==> src/rtl/spi_rx_if.sv <==
// Handshake bundle for spi_rx: serial inputs, byte output and status.
// The overrun flag exists only when SPI_RX_OVERRUN_EN is defined.
interface spi_rx_if;
    logic       serial_in;
    logic       serial_clock;
    logic       rd_en;
    logic [7:0] data_out;
    logic       data_valid;
    logic       busy;
    logic       frame_err;
`ifdef SPI_RX_OVERRUN_EN
    logic       overrun;
`endif

    modport master (
        input  serial_in,
        input  serial_clock,
        input  rd_en,
        output data_out,
        output data_valid,
        output busy,
        output frame_err
`ifdef SPI_RX_OVERRUN_EN
        , output overrun
`endif
    );

    modport slave (
        output serial_in,
        output serial_clock,
        output rd_en,
        input  data_out,
        input  data_valid,
        input  busy,
        input  frame_err
`ifdef SPI_RX_OVERRUN_EN
        , input overrun
`endif
    );
endinterface

==> src/rtl/spi_rx.sv <==
// SPI byte receiver: synchronized falling-edge sampling, MSB first.
// Optional SPI_RX_OVERRUN_EN: drop new byte while one is pending, flag overrun.
module spi_rx #(
    parameter int TIMEOUT_CYCLES = 1024,
    parameter int TIMEOUT_W      = 16
) (
    input  logic clk,
    input  logic rst,
    spi_rx_if.master bus
);

    typedef enum logic {
        IDLE,
        RECEIVING
    } state_t;

    localparam logic [TIMEOUT_W-1:0] TO_LAST = TIMEOUT_W'(TIMEOUT_CYCLES - 1);
    localparam logic [TIMEOUT_W-1:0] TO_MAX  = '1;
    localparam bit                   TO_EN   = (TIMEOUT_CYCLES != 0);

    state_t               state;
    logic                 sclk_s1;
    logic                 sclk_s2;
    logic                 sclk_s3;
    logic                 sin_s1;
    logic                 sin_s2;
    logic                 fall;
    logic [7:0]           shift_reg;
    logic [7:0]           byte_in;
    logic [2:0]           bit_cnt;
    logic [TIMEOUT_W-1:0] tcnt;

    // Data and clock share the same depth so sin_s2 lines up with the edge
    always_ff @(posedge clk or posedge rst) begin
        if (rst) begin
            sclk_s1 <= 1'b0;
            sclk_s2 <= 1'b0;
            sclk_s3 <= 1'b0;
            sin_s1  <= 1'b0;
            sin_s2  <= 1'b0;
        end else begin
            sclk_s1 <= bus.serial_clock;
            sclk_s2 <= sclk_s1;
            sclk_s3 <= sclk_s2;
            sin_s1  <= bus.serial_in;
            sin_s2  <= sin_s1;
        end
    end

    assign fall    = sclk_s3 & ~sclk_s2;
    assign byte_in = {shift_reg[6:0], sin_s2};

    always_ff @(posedge clk or posedge rst) begin
        if (rst) begin
            state          <= IDLE;
            shift_reg      <= '0;
            bit_cnt        <= '0;
            tcnt           <= '0;
            bus.data_out   <= '0;
            bus.data_valid <= 1'b0;
            bus.busy       <= 1'b0;
            bus.frame_err  <= 1'b0;
`ifdef SPI_RX_OVERRUN_EN
            bus.overrun    <= 1'b0;
`endif
        end else begin
            bus.frame_err <= 1'b0;
            if (bus.rd_en && bus.data_valid) begin
                bus.data_valid <= 1'b0;
`ifdef SPI_RX_OVERRUN_EN
                bus.overrun    <= 1'b0;
`endif
            end
            if (fall) begin
                shift_reg <= byte_in;
            end
            unique case (state)
                IDLE: begin
                    if (fall) begin
                        bit_cnt  <= 3'd1;
                        tcnt     <= '0;
                        bus.busy <= 1'b1;
                        state    <= RECEIVING;
                    end
                end
                RECEIVING: begin
                    if (fall) begin
                        tcnt <= '0;
                        if (bit_cnt == 3'd7) begin
                            bit_cnt  <= '0;
                            bus.busy <= 1'b0;
                            state    <= IDLE;
`ifdef SPI_RX_OVERRUN_EN
                            if (bus.data_valid && !bus.rd_en) begin
                                bus.overrun <= 1'b1;
                            end else begin
                                bus.data_out   <= byte_in;
                                bus.data_valid <= 1'b1;
                            end
`else
                            bus.data_out   <= byte_in;
                            bus.data_valid <= 1'b1;
`endif
                        end else begin
                            bit_cnt <= bit_cnt + 3'd1;
                        end
                    end else if (TO_EN && tcnt == TO_LAST) begin
                        bus.frame_err <= 1'b1;
                        bit_cnt       <= '0;
                        bus.busy      <= 1'b0;
                        state         <= IDLE;
                    end else if (tcnt != TO_MAX) begin
                        tcnt <= tcnt + 1'b1;
                    end
                end
                default: state <= IDLE;
            endcase
        end
    end

endmodule

==> src/flat_wrapper.sv <==
// flat-port wrapper written by rule: the top's interface ports become plain ports
module spi_rx_flat 
#(
    parameter int TIMEOUT_CYCLES = 1024,
    parameter int TIMEOUT_W      = 16
)
  (clk, rst, bus_serial_in, bus_serial_clock, bus_rd_en, bus_data_out, bus_data_valid, bus_busy, bus_frame_err);
  spi_rx_if bus_i ();
  input  logic clk;
  input  logic rst;
  input wire logic [$bits(bus_i.serial_in)-1:0] bus_serial_in;
  input wire logic [$bits(bus_i.serial_clock)-1:0] bus_serial_clock;
  input wire logic [$bits(bus_i.rd_en)-1:0] bus_rd_en;
  output wire logic [$bits(bus_i.data_out)-1:0] bus_data_out;
  output wire logic [$bits(bus_i.data_valid)-1:0] bus_data_valid;
  output wire logic [$bits(bus_i.busy)-1:0] bus_busy;
  output wire logic [$bits(bus_i.frame_err)-1:0] bus_frame_err;
  assign bus_i.serial_in = bus_serial_in;
  assign bus_i.serial_clock = bus_serial_clock;
  assign bus_i.rd_en = bus_rd_en;
  assign bus_data_out = bus_i.data_out;
  assign bus_data_valid = bus_i.data_valid;
  assign bus_busy = bus_i.busy;
  assign bus_frame_err = bus_i.frame_err;
  spi_rx #(.TIMEOUT_CYCLES(TIMEOUT_CYCLES), .TIMEOUT_W(TIMEOUT_W)) u_core (.clk(clk), .rst(rst), .bus(bus_i));
endmodule
==> config.mk <==
export PLATFORM = sky130hd
export DESIGN_NAME = spi_rx_flat
export DESIGN_NICKNAME = d
export VERILOG_FILES = /design/src/rtl/spi_rx_if.sv /design/src/rtl/spi_rx.sv /design/src/flat_wrapper.sv
export SDC_FILE = /design/constraint.sdc
export NUM_CORES = 1
export LEC_CHECK = 0
export ABC_AREA = 0
export CELL_PAD_IN_SITES_DETAIL_PLACEMENT = 1
export CELL_PAD_IN_SITES_GLOBAL_PLACEMENT = 1
export CORE_ASPECT_RATIO = 0.7
export CORE_MARGIN = 3
export CORE_UTILIZATION = 35
export DETAILED_ROUTE_END_ITERATION = 12
export DONT_BUFFER_PORTS = 1
export HOLD_SLACK_MARGIN = 0.15
export PLACE_DENSITY = 0.61
export SLEW_MARGIN = 30
export SYNTH_ARGS = -nofsm -noshare
export SYNTH_HDL_FRONTEND = slang
export SYNTH_SLANG_ARGS = --single-unit
==> constraint.sdc <==
create_clock -name clk -period 2.6 [get_ports clk]
set_input_delay 0.26 -clock clk [delete_from_list [all_inputs] [get_ports clk]]
set_output_delay 0.26 -clock clk [all_outputs]
set_load 0.02 [all_outputs]
* Yosys cells after proc, flatten, opt, wreduce, memory -nomap -nowiden
Cells that the tools add are included.
Cells by class: equality and inequality tests 8, $mul 0, div/mod/pow operators 0, reductions and logical operators 5, shift operators 0, add/subtract/negate cells 2, bitwise logic cells 3, $lt $le $gt $ge 0, mux-type cells 27
Operators with widths (number):
- $mux W16 | 4
- $pmux W16 S2 | 1
- $add A16 B1 Y16 const B | 1
- $eq A16 B10 Y1 const B | 1
- $ne A16 B16 Y1 const B | 1
- $mux W1 | 15
- $mux W3 | 4
- $ne A3 B3 Y1 const B | 4
- $reduce_and A3 Y1 | 3
- $pmux W3 S2 | 1
- $pmux W1 S2 | 2
- $add A3 B1 Y3 const B | 1
- $eq A3 B3 Y1 const B | 1
- $ne A2 B1 Y1 const B | 1
- $not A1 Y1 | 2
- $reduce_and A2 Y1 | 1
- $and A1 B1 Y1 | 1
- $logic_and A1 B1 Y1 | 1
Word-level totals: bits in writable memories 0, latch bits 0, bits in registers 43, word-level logic and storage cells 58, memories kept 0, bits in read-only memories 0, output and inout bits 11

* Depth between registers and ports, before layout
depth in word-level cells 5, gate-level depth with buffers 7

* Worst setup path after synthesis
OpenSTA, ideal clock, no wires.
path type reg-to-reg, from register u_core.tcnt[13], to register u_core.tcnt[11], required time 2.460 ns, cell stages (with the launch flop) 7, arrival time 1.844 ns, path slack 0.616 ns, cells stage by stage dfrtp_1 or4b_1 or4_4 a21oi_4 buf_6 or3_2 a21oi_2
Between the ends: word-level cells in the longest chain between the ends 3
Ends and longest elaborated chain:
- from (decl) | RTL line spi_rx.sv:31 | logic [TIMEOUT_W-1:0] tcnt;
- from (signal assigned) | RTL line spi_rx.sv:113 | tcnt <= tcnt + 1'b1;
- $eq A16 B10 Y1 or $ne A16 B16 Y1 (tied branches) | RTL line spi_rx.sv:107, spi_rx.sv:112
- $ne A3 B3 Y1 (no line)
- $reduce_and A3 Y1 (no line) (*)
Mark *: on every way between the ends. The rest lies on a longest branch, timed or not. A chain may end at the register's enable or synchronous reset.

* Worst setup path in the final report
from register u_core.tcnt[12], to register u_core.tcnt[15]
Between the ends: word-level cells in the longest chain between the ends 5
Ends and longest elaborated chain:
- $add A16 B1 Y16 | RTL line spi_rx.sv:113
- $mux W16 | RTL line spi_rx.sv:112 | end else if (tcnt != TO_MAX) begin
- $mux W16 | RTL line spi_rx.sv:107 | end else if (TO_EN && tcnt == TO_LAST) begin
- $mux W16 | RTL line spi_rx.sv:87 | if (fall) begin
- $pmux W16 S2 | RTL line spi_rx.sv:77 | unique case (state)
Several ways; a longest one is shown, not always the timed one. The select of a mux whose other input is x is not followed.

==> run metrics <==
Synth top area share 54.1%; Post-Route Setup TNS 0 ns; CTS Buffer Depth 2; worst setup path start u_core.tcnt[12]$_DFFE_PP0P_; Fin. Hold Viols 0; unrepaired setup endpoints after global routing false; synthesized net count 195; width of the die 96.1 um; layout cell share with drive strength beyond 1 20.7%; Post-synth top flop dfrtp_1; post-synthesis sequential area ratio 54.1%; port bufs 0; post-synthesis average cell area roughly 11 um2; largest net degree at the start of global routing 24; status finished clean; Post-synth EDFFs 0; gpl congestion roughly 0.8; final cell count without fillers 265; Setup Viol. Count Final 0; DRT Wirelength 4.58 mm; nature of the critical path startpoint flip-flop; Synth Warn # 0; NumNets Final 200; WL/cell 17.3 um; number of hold buffers added after cts 4; DR vias around 1.5k; die height 69.1 um; crit share post-route 83.8%; Hold WC Path Type reg2reg; slew at the pin closest to its max-slew limit between 0.7 and 0.8 ns; n_diodes 0; Initial Util 37.1%; Pwr Density 786 nW/um2; clk slew on worst S/H paths 0.09 ns; Core Footprint 5370 um2; Clock Tree Root clkbuf_8; CTS H-tree lvls 2; Remaining Overflow, GRT 0; Async SR Flop Fraction 100%; cells after synthesis 187; RR Startpoint u_core.tcnt[12]$_DFFE_PP0P_; setup bufs post-CTS 0; Synth Cell Area 1990 um2; Distinct cells, synth around 40; max reg flops 16; max-slew violations 0; first-pass GRT wire length 8.08 mm; CP endpoint kind flip-flop; fmax 459 MHz; synth cell count leaders dfrtp_1 (43), nand2_1 (27), o21ai_0 (13); # rows 22; Setup Crit Path Kind reg2reg; critical path endpoint u_core.tcnt[15]$_DFFE_PP0P_; clock sinks 43; Max VDD drop 0.265 mV; Detail Placement HPWL 3.27 mm; Area contributors post-synth dfrtp_1 (54%), nand2_1 (5.1%), mux2_2 (4.5%); die area 6640 um2; Final ANT Viol Nets 0; FF-to-FF setup slack ~0.42 ns; r2r worst-path depth 5; top-count cell post-synth dfrtp_1; CTS tree yes; Worst Path Arrival 2.35 ns; I/O Pins 16; Residual DRC 0; final setup skew 0.00771 ns; static leakage 0.944 nW; RR Endpoint u_core.tcnt[15]$_DFFE_PP0P_; vias in the first global route approximately 1.6k; number of clock buffers inserted by TritonCTS 5; minimum clock period approximately 2.2 ns; max_cap viols 0; cts repair resizes 0; Crit Path Max Fanout 14; routed vias/inst 5.57; Slew headroom 48.5%; DRT iter0 DRCs between 50 and 60; DP Cell Count roughly 250; later-pin clock latency in the skew report 0.30 ns; Tot GR Track Use 15.5%; Worst EP required 2.77 ns; initial antenna violation count 0; Seq cells post-synth 43; biggest area consumer among synthesized cells dfrtp_1; first-pass iteration count of the detailed router 4; Syn-to-layout area delta 9.11%
[layer usage]
layer	global-route usage (%)	wire length, um
met4	5.05	43
met3	4.47	193
met1	22.4	2270
met2	22.2	2070
met5	0	0
[critical path, cell delays in order, from the launching register on]
cell and delay (ns):
dfrtp_1 0.42, or4b_1 0.55, or4_4 0.48, a21oi_4 0.34, or4_2 0.21, a21oi_2 0.05
[area by class of cell]
| cell class | instances | area (um2) |
|---|---|---|
| clock buffers | 6 | 72.6 |
| flip-flops and latches | 43 | 1080 |
| repair buffers | 8 | 70.1 |
| fillers | 627 | 3200 |
| multi-input cells | 130 | 836 |
| well taps | 72 | 90.1 |
| clock inverters | 2 | 12.5 |
| inverters | 4 | 15.0 |
[per-stage QoR]
step	instance area [um2]	setup slack (ns)	total power, mW	utilization, %	hold WS, ns
after floorplan	1990	0.616	1.21	-	0.291
after global placement	2050	0.496	1.26	38.1	0.224
after detailed placement	2050	0.446	1.30	38.1	0.243
after CTS	2170	0.426	1.73	40.5	0.365
after global routing	2170	0.314	1.84	40.5	0.376
final	2170	0.421	1.71	40.5	0.356
[layout by cell type (no fill, tap or decap), types with 2 or more instances in the layout]
master         instances
a21oi_2                5
o21ai_0               13
nand2_1               27
a41oi_1                3
ha_1                   3
nand3_1                4
or3_2                  4
mux2_2                 8
nand4_1                8
dfrtp_1               43
or3_1                  3
and2_1                 4
nor4_1                 2
a32o_1                 2
and4_1                 2
and4_2                 2
a21oi_1                7
o21ai_1                5
nor2_1                 8
dlygate4sd3_1          4
a31oi_1                2
or4_2                  2
inv_1                  3
buf_4                  4
clkbuf_8               5
[where the power goes]
| part | switching (mW) | internal (mW) | leakage (nW) |
|---|---|---|---|
| clock network | 0.234 | 0.188 | 0.0412 |
| logic | 0.153 | 0.153 | 0.338 |
| registers | 0.180 | 0.798 | 0.564 |
[cells by family (layout without fill, tap and decap cells)]
family	count (synthesis)	after routing	share of synthesized area, %
buffers and inverters	14	20	4.09
adder cells (fa/ha/maj)	3	3	1.89
flip-flops	43	43	54.1
AND/OR/NAND/NOR	76	76	21.2
AO/OA/AOI/OAI	43	43	14.3
multiplexers	8	8	4.53
[worst min-delay path by stage]
stage	start	slack, ns	cells past startpoint	to
finish	u_core.sin_s1$_DFF_PP0_	0.36	0	u_core.sin_s2$_DFF_PP0_
global route	u_core.sin_s1$_DFF_PP0_	0.38	0	u_core.sin_s2$_DFF_PP0_
CTS	u_core.sin_s1$_DFF_PP0_	0.36	0	u_core.sin_s2$_DFF_PP0_
detailed placement	rst	0.24	1	u_core.bus.data_valid$_DFF_PP0_
global placement	rst	0.22	1	u_core.bus.data_valid$_DFF_PP0_
floorplan	bus_serial_clock	0.29	0	u_core.sclk_s1$_DFF_PP0_
Note: power is estimated with default switching activity, not from simulation.
